`src/rtl/mem_lsu_pkg.sv`:
```
// Shared types and helpers for the MEM-stage load/store unit.
// Funct3 encodings, FSM states and access-size helpers used by mem_lsu and lsu_load_align.
package mem_lsu_pkg;

  typedef logic        enable_t;
  typedef logic [31:0] data_t;

  localparam int WSTRB_W = 4;

  // Store encodings share values with the loads, so they are aliases of the same enum.
  typedef enum logic [2:0] {
    LB  = 3'b000,
    LH  = 3'b001,
    LW  = 3'b010,
    LBU = 3'b100,
    LHU = 3'b101
  } mem_funct3_t;

  localparam mem_funct3_t SB = LB;
  localparam mem_funct3_t SH = LH;
  localparam mem_funct3_t SW = LW;

  typedef enum logic [1:0] {
    IDLE,
    REQ,
    WAIT,
    DONE
  } lsu_state_t;

  function automatic logic is_half(input logic [2:0] funct3);
    return funct3[1:0] == 2'b01;
  endfunction

  function automatic logic is_word(input logic [2:0] funct3);
    return funct3[1];
  endfunction

  function automatic logic is_misaligned(input logic [2:0] funct3, input logic [1:0] offset);
    return (is_half(funct3) && offset[0]) || (is_word(funct3) && (offset != 2'b00));
  endfunction

  // Drops the low address bits that a halfword or word access cannot honour.
  function automatic logic [1:0] clear_offset(input logic [2:0] funct3, input logic [1:0] offset);
    logic [1:0] res;
    res = offset;
    if (is_half(funct3)) res[0] = 1'b0;
    if (is_word(funct3)) res = 2'b00;
    return res;
  endfunction

endpackage

```
`src/rtl/lsu_load_align.sv`:
```
// Load result formatting: picks the byte/halfword lane from the read word and
// sign- or zero-extends it according to funct3.
module lsu_load_align
  import mem_lsu_pkg::*;
(
  input  data_t       rdata,
  input  logic [2:0]  funct3,
  input  logic [1:0]  offset,
  output data_t       result
);

  logic [7:0]  byte_sel;
  logic [15:0] half_sel;

  always_comb begin
    case (offset)
      2'd0:    byte_sel = rdata[7:0];
      2'd1:    byte_sel = rdata[15:8];
      2'd2:    byte_sel = rdata[23:16];
      default: byte_sel = rdata[31:24];
    endcase
    half_sel = offset[1] ? rdata[31:16] : rdata[15:0];
  end

  always_comb begin
    case (funct3)
      LB:      result = {{24{byte_sel[7]}}, byte_sel};
      LH:      result = {{16{half_sel[15]}}, half_sel};
      LBU:     result = {24'd0, byte_sel};
      LHU:     result = {16'd0, half_sel};
      default: result = rdata;
    endcase
  end

endmodule

```
`src/rtl/mem_lsu.sv`:
```
// MEM-stage load/store unit: one word-wide bus access per memory instruction,
// stalling the pipeline until it completes. Optional macro LSU_MISALIGN_TRAP_EN
// turns misaligned halfword/word accesses into a trap instead of clearing the low bits.
module mem_lsu
  import mem_lsu_pkg::*;
(
  input  logic               clk,
  input  logic               rst_n,
  input  enable_t            mem_req_c_i,
  input  enable_t            mem_write_c_i,
  input  logic [2:0]         mem_funct3_i,
  input  data_t              addr_i,
  input  data_t              store_data_i,
  output data_t              load_data_o,
  output enable_t            stall_c_o,
  output logic               bus_req_o,
  output logic               bus_we_o,
  output data_t              bus_addr_o,
  output data_t              bus_wdata_o,
  output logic [WSTRB_W-1:0] bus_wstrb_o,
  input  logic               bus_gnt_i,
  input  logic               bus_rvalid_i,
  input  data_t              bus_rdata_i
`ifdef LSU_MISALIGN_TRAP_EN
  ,
  output logic               misalign_o
`endif
);

  lsu_state_t         state_q, state_d;
  data_t              addr_q, wdata_q, load_data_q, load_fmt;
  logic [WSTRB_W-1:0] wstrb_q, wstrb_fmt;
  logic               we_q;
  logic [2:0]         funct3_q;
  logic [1:0]         offset_q, offset_eff;
  data_t              wdata_fmt;
  logic               trap;
  logic               accept;

`ifdef LSU_MISALIGN_TRAP_EN
  logic misalign_q;
  assign trap       = mem_req_c_i && is_misaligned(mem_funct3_i, addr_i[1:0]);
  assign misalign_o = misalign_q;
`else
  assign trap = 1'b0;
`endif

  assign accept = (state_q == IDLE) && mem_req_c_i;

  // Store lane formatting from the live EX2MEM inputs; captured on accept.
  // NOTE: every signal written in an always_comb gets a default first, so no path leaves it unassigned and no latch is inferred.
  always_comb begin
    offset_eff = clear_offset(mem_funct3_i, addr_i[1:0]);
    wstrb_fmt  = '0;
    wdata_fmt  = store_data_i;
    if (is_word(mem_funct3_i)) begin
      wstrb_fmt = 4'b1111;
    end else if (is_half(mem_funct3_i)) begin
      wstrb_fmt = 4'b0011 << {offset_eff[1], 1'b0};
      wdata_fmt = {2{store_data_i[15:0]}};
    end else begin
      wstrb_fmt = 4'b0001 << offset_eff;
      wdata_fmt = {4{store_data_i[7:0]}};
    end
    if (!mem_write_c_i) wstrb_fmt = '0;
  end

  always_comb begin
    state_d = state_q;
    case (state_q)
      IDLE:    if (mem_req_c_i) state_d = trap ? DONE : REQ;
      REQ:     if (bus_gnt_i) state_d = we_q ? DONE : WAIT;
      WAIT:    if (bus_rvalid_i) state_d = DONE;
      DONE:    state_d = IDLE;
      default: state_d = IDLE;
    endcase
  end

  lsu_load_align u_load_align (
    .rdata  (bus_rdata_i),
    .funct3 (funct3_q),
    .offset (offset_q),
    .result (load_fmt)
  );

  // NOTE: sequential state uses non-blocking assignments so every flop samples pre-edge values.
  always_ff @(posedge clk or negedge rst_n) begin
    if (!rst_n) begin
      state_q     <= IDLE;
      addr_q      <= '0;
      wdata_q     <= '0;
      wstrb_q     <= '0;
      we_q        <= 1'b0;
      funct3_q    <= '0;
      offset_q    <= '0;
      load_data_q <= '0;
`ifdef LSU_MISALIGN_TRAP_EN
      misalign_q  <= 1'b0;
`endif
    end else begin
      state_q <= state_d;
      if (accept && !trap) begin
        addr_q   <= {addr_i[31:2], 2'b00};
        wdata_q  <= wdata_fmt;
        wstrb_q  <= wstrb_fmt;
        we_q     <= mem_write_c_i;
        funct3_q <= mem_funct3_i;
        offset_q <= offset_eff;
      end
      if (state_q == WAIT && bus_rvalid_i) load_data_q <= load_fmt;
`ifdef LSU_MISALIGN_TRAP_EN
      misalign_q <= accept && trap;
      if (accept && trap && !mem_write_c_i) load_data_q <= '0;
`endif
    end
  end

  assign stall_c_o   = accept || (state_q == REQ) || (state_q == WAIT);
  assign bus_req_o   = (state_q == REQ);
  assign bus_we_o    = we_q;
  assign bus_addr_o  = addr_q;
  assign bus_wdata_o = wdata_q;
  assign bus_wstrb_o = wstrb_q;
  assign load_data_o = load_data_q;

endmodule

```
`config.mk`:
```
export PLATFORM = sky130hd
export DESIGN_NAME = mem_lsu
export DESIGN_NICKNAME = d
export VERILOG_FILES = /design/src/rtl/mem_lsu_pkg.sv /design/src/rtl/lsu_load_align.sv /design/src/rtl/mem_lsu.sv
export SDC_FILE = /design/constraint.sdc
export NUM_CORES = 1
export LEC_CHECK = 0
export CORE_MARGIN = 4
export CORE_UTILIZATION = 32
export CTS_CLUSTER_SIZE = 14
export DETAILED_ROUTE_END_ITERATION = 12
export PLACE_DENSITY = 0.61
export SKIP_LAST_GASP = 1
export SLEW_MARGIN = 20
export SYNTH_ARGS = -nofsm -noshare
export SYNTH_HDL_FRONTEND = slang
export SYNTH_SLANG_ARGS = --single-unit
```
`constraint.sdc`:
```
create_clock -name clk -period 4.18 [get_ports clk]
set_clock_uncertainty 0.05 [all_clocks]
set_input_delay 0.836 -clock clk [delete_from_list [all_inputs] [get_ports clk]]
set_output_delay 0.836 -clock clk [all_outputs]
set_load 0.005 [all_outputs]
```
==> results.md, run 1 <==
* # setup viols final at 0
* Drt first pass iters at 5
* Max-Cap Viols at 0
* DRT antenna net count at 0
* Clk root buf: clkbuf_16
* CP Class: flop to output port
* Final instance area at around 7600 sq um
* CP max stage delay at approximately 0.59 ns
* Net Sw Frac at about 34%
* Crit. Startpoint: state_q[0]
* Terminus of the critical flop-to-flop path: load_data_o[30]
* Final nets at between 700 and 800
* Clock Sinks at 106
* Die footprint at approximately 18000 sq um
* Clk pwr share at 15.4%
* Initial antenna violation count at 0
* Routed via count at around 4400
* Largest net degree at the start of global routing at between 90 and 100
* Area of the core at between 15000 and 20000 sq um
* Chip height at 135 microns
* GR Overflow Total at 0
* R2R setup slack at ~1.8 ns
* Ys Warns at 0
* Width of the die at ~140 microns
* Crit path to: stall_c_o
* Status: completed
* Remaining DRCs at 0
* Crit end category: output port
* RSZ-0062 raised after global routing: no
* Fin Setup TNS at 0 ns
* Post-DP HPWL at roughly 12 mm
* Hold Fails Final Rpt at 0
* CTS H-tree lvls at 3
* Cell count along the critical path at 5
* Via density at ~5
* Most frequent cell after synthesis: dfrtp_1
* Flops & latches, synth at 106
* # resized after CTS at 0
* Netlist cell types at between 40 and 50
* Combinational group share of total power at ~48%
* All-Layer GR Usage at about 18%
* Hold-fix buffers, CTS at 0
* Worst R2R Path Depth at 6
* Critical Path AT at about 2.2 ns
* Area contributors post-synth: dfrtp_1 51%, mux2_2 13%, mux2i_1 6.0%
* CP bufs+invs at 2
* Net switching power at around 1.7 mW
* Filler cells at 1473
* Maximum fanout along the worst path at 14
* Initial Util at approximately 33%
* Area Growth Syn to Fin at 47.4%
* Max Fclk at between 300 and 400 MHz
* Syn Std Cell Area at slightly above 5000 sq um
* WP data required at 3.29 ns
* Post-CTS setup buffer count at 0
* Hold crit path type: flop to flop
* Vias in the first global route at ~4600
* CP delay by family, top: buffers and inverters
* Post-Route WL at between 15 and 20 mm
* RePlAce Congestion at ~0.84
* Int Power at about 3.4 mW
* Syn Area/Cell at around 11 sq um
* Multi-input logic area at 2320 sq um
* Crit path launch type: flop
* Worst-Margin Slew at roughly 1.1 ns
* Clock Tree Buf Depth at 2
* Sequential share of power at 37.1%
* Post-synth top area share at 51.3%
* Port Buffer Count at roughly 210
* Seq/Total Area, Yosys at about 51%
* Reg2reg start: state_q[0]
* Post-DP Area at about 7400 sq um
* DR iter-0 viols at 268
* Rel. slew slack at between 20% and 30%
* P_leak at 3.17 nW
* Worst-Skew Late Latency at 0.34 ns
* CP Cell Sequence: inv_1 > ha_1 > nor2_1 > nand2_1 > clkdlybuf4s50_1
* Number of enable flip-flop cells after synthesis at 0
* Async S/R FF share, synth at 100%
* Min Tclk post-route at approximately 3 ns
* TritonCTS Buffers at 9
* Power per Cell Area at about 700 nW/um^2
* Yosys top cell by area: dfrtp_1
* Final core occ at roughly 48%
* FF+latch area at ~2700 sq um
* Slowest CP cell: ha_1
* CTS tree: built
* Rows at 46
* I/O pin cnt at 208
* Clock transition at path regs at 0.07 ns
* Top_reg_cell synth: dfrtp_1
* Drt wl/cell at roughly 18 microns
* First-pass GRT wire length at about 25 mm
* Worst IR Drop VDD at around 0.27 mV
* Post-synth top cells: 106 x dfrtp_1, 59 x mux2_2, 42 x nand2_1, 37 x o21ai_0, 31 x mux2i_1
* Layout cells sized above 1 at 13.7%
* Diode count at 0
* Fin crit share at approximately three quarters
* Gate Count Post-Synth at 467
* Pins Over Slew Limit at 0
-- power groups by stage --
stage	logic, mW	clock network (mW)	registers, mW
floorplan	1.16	0	1.86
global placement	2.44	0	1.91
detailed placement	2.49	0	1.94
CTS	2.51	0.828	1.93
global route	2.70	0.868	2.00
finish	2.46	0.799	1.93
-- layer usage --
| layer | GRT usage (%) | vias to the layer above | routed length [microns] |
|---|---|---|---|
| met5 | 0 | - | 0 |
| met4 | 5.21 | 0 | 225 |
| met3 | 7.39 | 14 | 1860 |
| met2 | 28.3 | 202 | 7350 |
| met1 | 21.5 | 2150 | 6530 |
| li1 | - | 2037 | - |
-- flip-flops by register name (all words and copies together), names as in the netlist --
name         flops
load_data_o     32
bus_wdata_o     32
offset_q         2
bus_we_o         1
bus_addr_o      30
funct3_q         3
state_q          2
bus_wstrb_o      4
-- final cells by class --
class                      instances  share of cell area (%)
clock buffer                      11                    3.05
clock inverter                     5                   0.492
inverter                           4                   0.197
multi-input combinational        322                    30.5
sequential                       106                    34.8
tap                              216                    3.54
timing repair buffer             211                    27.5
-- stage by stage --
stage / power [mW] / hold WS (ns) / setup slack (ns) / cells
2_1_floorplan: 3.01 / 0.423 / 1.83 / 468
3_3_place_gp: 4.35 / 0.413 / 1.25 / 859
3_5_place_dp: 4.43 / 0.424 / 1.23 / 859
4_1_cts: 5.26 / 0.438 / 1.07 / 875
5_1_grt: 5.57 / 0.461 / 0.999 / 875
6_report: 5.19 / 0.433 / 1.12 / 875
-- worst min-delay path by stage --
stage                     depth (start not counted)             from               to
final                                             2  bus_wdata_o[17]  bus_wdata_o[17]
after global routing                              2  bus_wdata_o[17]  bus_wdata_o[17]
after CTS                                         2  bus_wdata_o[12]  bus_wdata_o[12]
after detailed placement                          2  bus_wdata_o[21]  bus_wdata_o[21]
after global placement                            2  bus_wdata_o[19]  bus_wdata_o[19]
after floorplan                                   2  bus_wdata_o[10]  bus_wdata_o[10]
-- worst reg2reg max path, stage by stage, from the launching register on --
cell and delay [ns]:
dfrtp_1 0.41, inv_1 0.12, ha_1 0.59, and2_1 0.38, buf_4 0.35, o22ai_1 0.14, a31oi_1 0.21
-- logic make-up (layout without fill, tap and decap cells) --
family | count (synthesis) | in the layout | synth area share, %
compound gates | 99 | 99 | 12.0
fa+ha+maj | 4 | 4 | 0.968
buf+inv | 40 | 231 | 4.04
flops | 106 | 106 | 51.3
mux | 90 | 90 | 18.8
other cells | 1 | 2 | 0.0725
simple gates | 127 | 127 | 12.7
-- placed cells by master (no fill, tap or decap), types with 2 or more instances in the layout --
| cell type | netlist | routed |
|---|---|---|
| a211oi_1 | 7 | 7 |
| a21oi_1 | 11 | 11 |
| a31oi_1 | 18 | 18 |
| and2_1 | 17 | 17 |
| and2b_1 | 2 | 2 |
| buf_4 | 6 | 7 |
| clkbuf_1 | 10 | 2 |
| clkbuf_16 | 0 | 9 |
| clkdlybuf4s50_1 | 0 | 204 |
| clkinvlp_4 | 0 | 2 |
| conb_1 | 1 | 2 |
| dfrtp_1 | 106 | 106 |
| ha_1 | 4 | 4 |
| inv_1 | 4 | 4 |
| inv_6 | 0 | 2 |
| mux2_2 | 59 | 59 |
| mux2i_1 | 31 | 31 |
| nand2_1 | 42 | 41 |
| nand2b_1 | 7 | 7 |
| nand4b_1 | 8 | 8 |
| nor2_1 | 27 | 27 |
| nor2b_1 | 3 | 3 |
| nor4_1 | 8 | 8 |
| o21ai_0 | 37 | 37 |
| o22ai_1 | 16 | 16 |
| o31ai_1 | 2 | 2 |
Note: power is estimated with default switching activity, not from simulation.
==> run 2, diff against run 1 <==
clock period = 3.1 ns   (was 4.18 ns; I/O delays follow)
==> run 2 against run 1 <==
  * Total power rose by 37%
  * Combinational power up 35%
  * Die area unchanged
  * Critical endpoint unchanged
  * Count of clock-buffer cells in the layout is 1 lower
  * Setup slack lost 0.59 ns
  * Sequential share of layout area shrank 0.32 points
  * Via count decreased by 0.30%
  * Largest power group unchanged
  * Global-route usage about the same
  * Clock power up 49%
  * Cell area increased by 0.94%
  * Non-clock buffer count is 2 higher
  * Critical path type unchanged
  * Cell count up 0.23%
==> results.md, run 2 (synthesis results as in run 1) <==
* Crit path launch type: flop
* First-pass GRT wire length at approximately 25 mm
* Slowest CP cell: clkdlybuf4s50_1
* Port Buffer Count at 205
* Hold Fails Final Rpt at 0
* Max Fclk at ~390 MHz
* Rows at 46
* Initial antenna violation count at 0
* Filler cells at 1501
* Pins Over Slew Limit at 0
* Crit end category: output port
* Clock Sinks at approximately 110
* Multi-input logic area at around 2300 sq um
* Worst-Skew Late Latency at 0.35 ns
* Clk root buf: clkbuf_16
* CTS tree: built
* Remaining DRCs at 0
* Min Tclk post-route at approximately 2.6 ns
* Post-CTS setup buffer count at 0
* Chip height at 135 microns
* Total power at 7.11 mW
* Hold crit path type: input port to asynchronous set/reset pin
* Via density at 5.01
* Drt first pass iters at 4
* CTS H-tree lvls at 3
* Diode count at 0
* R2R setup slack at between 0.9 and 1 ns
* Worst-Margin Slew at 1.08 ns
* All-Layer GR Usage at approximately 17%
* Largest net degree at the start of global routing at 94
* I/O pin cnt at roughly 210
* Initial Util at between 30% and 40%
* CP Class: flop to output port
* Layout cells sized above 1 at 14.2%
* Die footprint at 18300 sq um
* Power per Cell Area at between 900 and 1000 nW/um^2
* Clock transition at path regs at approximately 0.070 ns
* DR iter-0 viols at approximately 280
* DRT antenna net count at 0
* Clock Tree Buf Depth at 2
* Commonest cells after routing, fill and taps aside: 204 x clkdlybuf4s50_1, 106 x dfrtp_1, 59 x mux2_2
* Final nets at 765
* FF+latch area at approximately 2700 sq um
* Area Growth Syn to Fin at 48.8%
* Max-Cap Viols at 0
* CP max stage delay at about 0.52 ns
* Post-Route WL at roughly 16 mm
* RSZ-0062 raised after global routing: no
* Final core occ at between 40% and 50%
* Fin crit share at around 83%
* Drt wl/cell at roughly 18 microns
* WP data required at 2.43 ns
* Worst IR Drop VDD at 0.417 mV
* P_leak at ~3.2 nW
* RePlAce Congestion at between 0.8 and 0.9
* Width of the die at around 140 microns
* Post-DP HPWL at approximately 12 mm
* Fin Setup TNS at 0 ns
* Status: completed
* Area of the core at ~16000 sq um
* # setup viols final at 0
* CP Cell Sequence: inv_1 > ha_1 > buf_4 > nor2_1 > nand2_1 > clkdlybuf4s50_1
* Post-Place Cells at about 860
* # resized after CTS at 0
* TritonCTS Buffers at 9
* Routed via count at ~4400
* Hold-fix buffers, CTS at 0
* GR Overflow Total at 0
* Fin Hold WS at between 0.15 and 0.2 ns
* Rel. slew slack at around 28%
* Maximum fanout along the worst path at 14
* Vias in the first global route at about 4800
* Non-filler instance count after layout at between 800 and 900
* Most common cell after layout, fill and taps aside: clkdlybuf4s50_1
* Critical Path AT at ~1.9 ns
[run 2: metal layers]
metal  global-route usage [%]  wire length [microns]  up-vias
met3                     7.43                   1820       20
met1                     21.9                   6620     2119
li1                         -                      -     2053
met4                     6.22                    306        0
met5                        0                      0        -
met2                     27.1                   7270      198
[run 2: per-stage QoR]
stage | worst slack (ns) | cell area, sq um
after floorplan | 1.15 | 5180
after global placement | 0.516 | 7390
after detailed placement | 0.482 | 7390
after CTS | 0.485 | 7700
after global routing | 0.418 | 7700
final | 0.531 | 7700
[run 2: worst max-delay path: cells and delay by family (launching register included)]
family	cells	cell delay (ns)
buffers and inverters	3	0.85
adders and majority gates	1	0.15
DFF	1	0.41
and+or+nand+nor	2	0.14
[run 2: power by group]
part	internal [mW]	switching, mW
combinational	2.04	1.30
clock	0.651	0.537
sequential	2.08	0.514
total	4.77	2.35
[run 2: final cells by class]
type	count	area share, %
flip-flops and latches	106	34.5
clock inverters	6	0.813
multi-input cells	322	30.2
clock buffers	10	3.11
repair buffers	213	27.7
well taps	216	3.51
inverters	4	0.195
[run 2: final timing paths]
path	from	end	cells after the start
setup / recovery	state_q[0]	stall_c_o	6
setup reg to reg	funct3_q[1]	load_data_o[9]	3
hold / removal	rst_n	bus_wdata_o[23]	1
min in group clk	bus_wdata_o[19]	bus_wdata_o[19]	2
hold reg to reg	bus_wdata_o[19]	bus_wdata_o[19]	2
max in group asynchronous	rst_n	bus_addr_o[21]	2
==> run 3, diff against run 2 <==
PLACE_DENSITY = 0.64   (was 0.61)
clock period = 2.2 ns   (was 3.1 ns; I/O delays follow)
==> run 3 against run 2 <==
  * Via count rose by 0.73%
  * Cell area increased by 1.6%
  * Wire length is 0.84% lower
  * Setup slack worse by 0.41 ns
  * Core utilization up 0.76 points
  * Die area did not move
  * Register-to-register slack worse by 0.64 ns
  * Global-route usage is 0.16 points lower
  * Non-clock buffer count up 10
  * Worst hold slack worse by 0.11 ns
  * Cell count grew 1.1%
  * Combinational power is 48% higher
  * Critical endpoint is now bus_req_o
==> results.md, run 3 (synthesis results as in run 1) <==
* Crit path to: bus_req_o
* Min Tclk post-route at just over 2 ns
* Via density at around 5
* Post-CTS setup buffer count at 0
* Slowest CP cell: clkdlybuf4s50_1
* I/O pin cnt at 208
* Chip height at ~140 microns
* Fin Setup TNS at 0 ns
* Port Buffer Count at 205
* Net switching power at between 3 and 4 mW
* CP bufs+invs at 2
* WP data required at around 1.7 ns
* Cell count along the critical path at 3
* Worst-Skew Late Latency at about 0.34 ns
* Diode count at 0
* Int Power at roughly 7 mW
* Remaining DRCs at 0
* CP delay by family, top: buffers and inverters
* Combinational group share of total power at approximately 49%
* Clk root buf: clkbuf_16
* DRT antenna net count at 0
* Worst R2R Path Depth at 6
* First-pass GRT wire length at roughly 25 mm
* Drt wl/cell at ~18 microns
* Max-Cap Viols at 0
* Maximum fanout along the worst path at 4
* Largest net degree at the start of global routing at 94
* Initial Util at approximately 33%
* Width of the die at 135 microns
* Total power at around 10 mW
* Metal-1 WL at 6.35 mm
* DR iter-0 viols at roughly 230
* Crit path launch type: flop
* Area of the core at about 16000 sq um
* Rel. slew slack at roughly half
* Routed via count at 4422
* Terminus of the critical flop-to-flop path: state_q[1]
* Post-Route WL at roughly 16 mm
* Top layer used by detailed routing: met4
* Layout cells sized above 1 at 15.9%
* Pins Over Slew Limit at 0
* CTS tree: built
* GR Overflow Total at 0
* Max Fclk at ~480 MHz
* WL met3 at ~1.7 mm
* CP Class: flop to output port
* Worst IR Drop VDD at 0.688 mV
* Crit end category: output port
* Die footprint at approximately 18000 sq um
* Routed wl met2 at 7.49 mm
* Filler cells at 1477
* Power per Cell Area at 1290 nW/um^2
* Worst-Margin Slew at approximately 0.75 ns
* Initial antenna violation count at 0
* Commonest cells after routing, fill and taps aside: 203 x clkdlybuf4s50_1, 106 x dfrtp_1, 59 x mux2_2
* Fin crit share at between 90% and 100%
* Post-DP HPWL at roughly 12 mm
* Sequential share of power at 35.2%
* Hold Fails Final Rpt at 0
* Area Growth Syn to Fin at 51.1%
* RSZ-0062 raised after global routing: no
* # setup viols final at 0
* Vias in the first global route at approximately 4700
* Status: completed
* CTS H-tree lvls at 3
* Hold crit path type: input port to asynchronous set/reset pin
* R2R setup slack at roughly 0.27 ns
* CP max stage delay at around 0.52 ns
* Crit. Startpoint: state_q[1]
* Rows at 46
* All-Layer GR Usage at between 15 and 20%
* Net Sw Frac at about a third
* Final nets at 775
* Most common cell after layout, fill and taps aside: clkdlybuf4s50_1
* Clk pwr share at ~16%
* CP Cell Sequence: inv_2 > ha_2 > clkdlybuf4s50_1
* Clock Tree Buf Depth at 2
* Critical Path AT at 1.59 ns
* Reg2reg start: state_q[0]
* P_leak at 3.28 nW
* Clock transition at path regs at roughly 0.070 ns
* TritonCTS Buffers at 9
* RePlAce Congestion at about 0.80
* Drt first pass iters at 4
* Clock Sinks at roughly 110
==> run 3: cell count changes in the layout (fill, tap and decap cells not counted), moves of 2 or more <==
cell | before | now
buf_12 | 2 | 5
buf_4 | 7 | 14
ha_1 | 4 | 2
inv_1 | 4 | 2
inv_2 | 0 | 2
inv_6 | 2 | 0
==> run 3: stage by stage <==
stage          std cells  cell area (sq um)  setup WS [ns]  utilization (%)  hold WS (ns)
2_1_floorplan        468               5180          0.425                -        0.0944
3_3_place_gp         871               7510         0.0426             47.3         0.415
3_5_place_dp         871               7510         0.0562             47.3         0.426
4_1_cts              887               7820         0.0927             49.2        0.0759
5_1_grt              887               7820         0.0370             49.2         0.100
6_report             887               7820          0.124             49.2        0.0608
==> run 3: what timing repair did <==
item,4_1_cts,5_1_grt
resized for setup,6,0
hold buffers,0,0
endpoints found under the setup margin,1,0
==> run 3: per-layer routing <==
metal | global-route usage, % | vias to the layer above
met4 | 6.44 | 0
met2 | 28.1 | 207
met3 | 7.17 | 21
li1 | - | 2064
met5 | 0 | -
met1 | 20.6 | 2130
==> run 3: final cells by class <==
cell class              count  area, sq um  share of cell area [%]
flip-flops and latches    106         2650                    33.9
multi-input cells         322         2340                    29.9
repair buffers            223         2250                    28.7
well taps                 216          270                    3.46
clock buffers              11          243                    3.10
clock inverters             5         53.8                   0.688
inverters                   4         15.0                   0.192
==> run 3: power groups by stage <==
stage	sequential, mW	combinational, mW	clock, mW
2_1_floorplan	3.53	2.20	0
3_3_place_gp	3.53	4.81	0
3_5_place_dp	3.59	4.95	0
4_1_cts	3.57	4.99	1.69
5_1_grt	3.69	5.36	1.77
6_report	3.55	4.92	1.63
==> run 3: worst min path at each step <==
stage	endpoint	slack [ns]	depth (start not counted)
2_1_floorplan	bus_addr_o[10]	0.09	0
3_3_place_gp	bus_wdata_o[23]	0.41	2
3_5_place_dp	bus_wdata_o[23]	0.43	2
4_1_cts	funct3_q[2]	0.08	1
5_1_grt	funct3_q[2]	0.10	1
6_report	funct3_q[2]	0.06	1
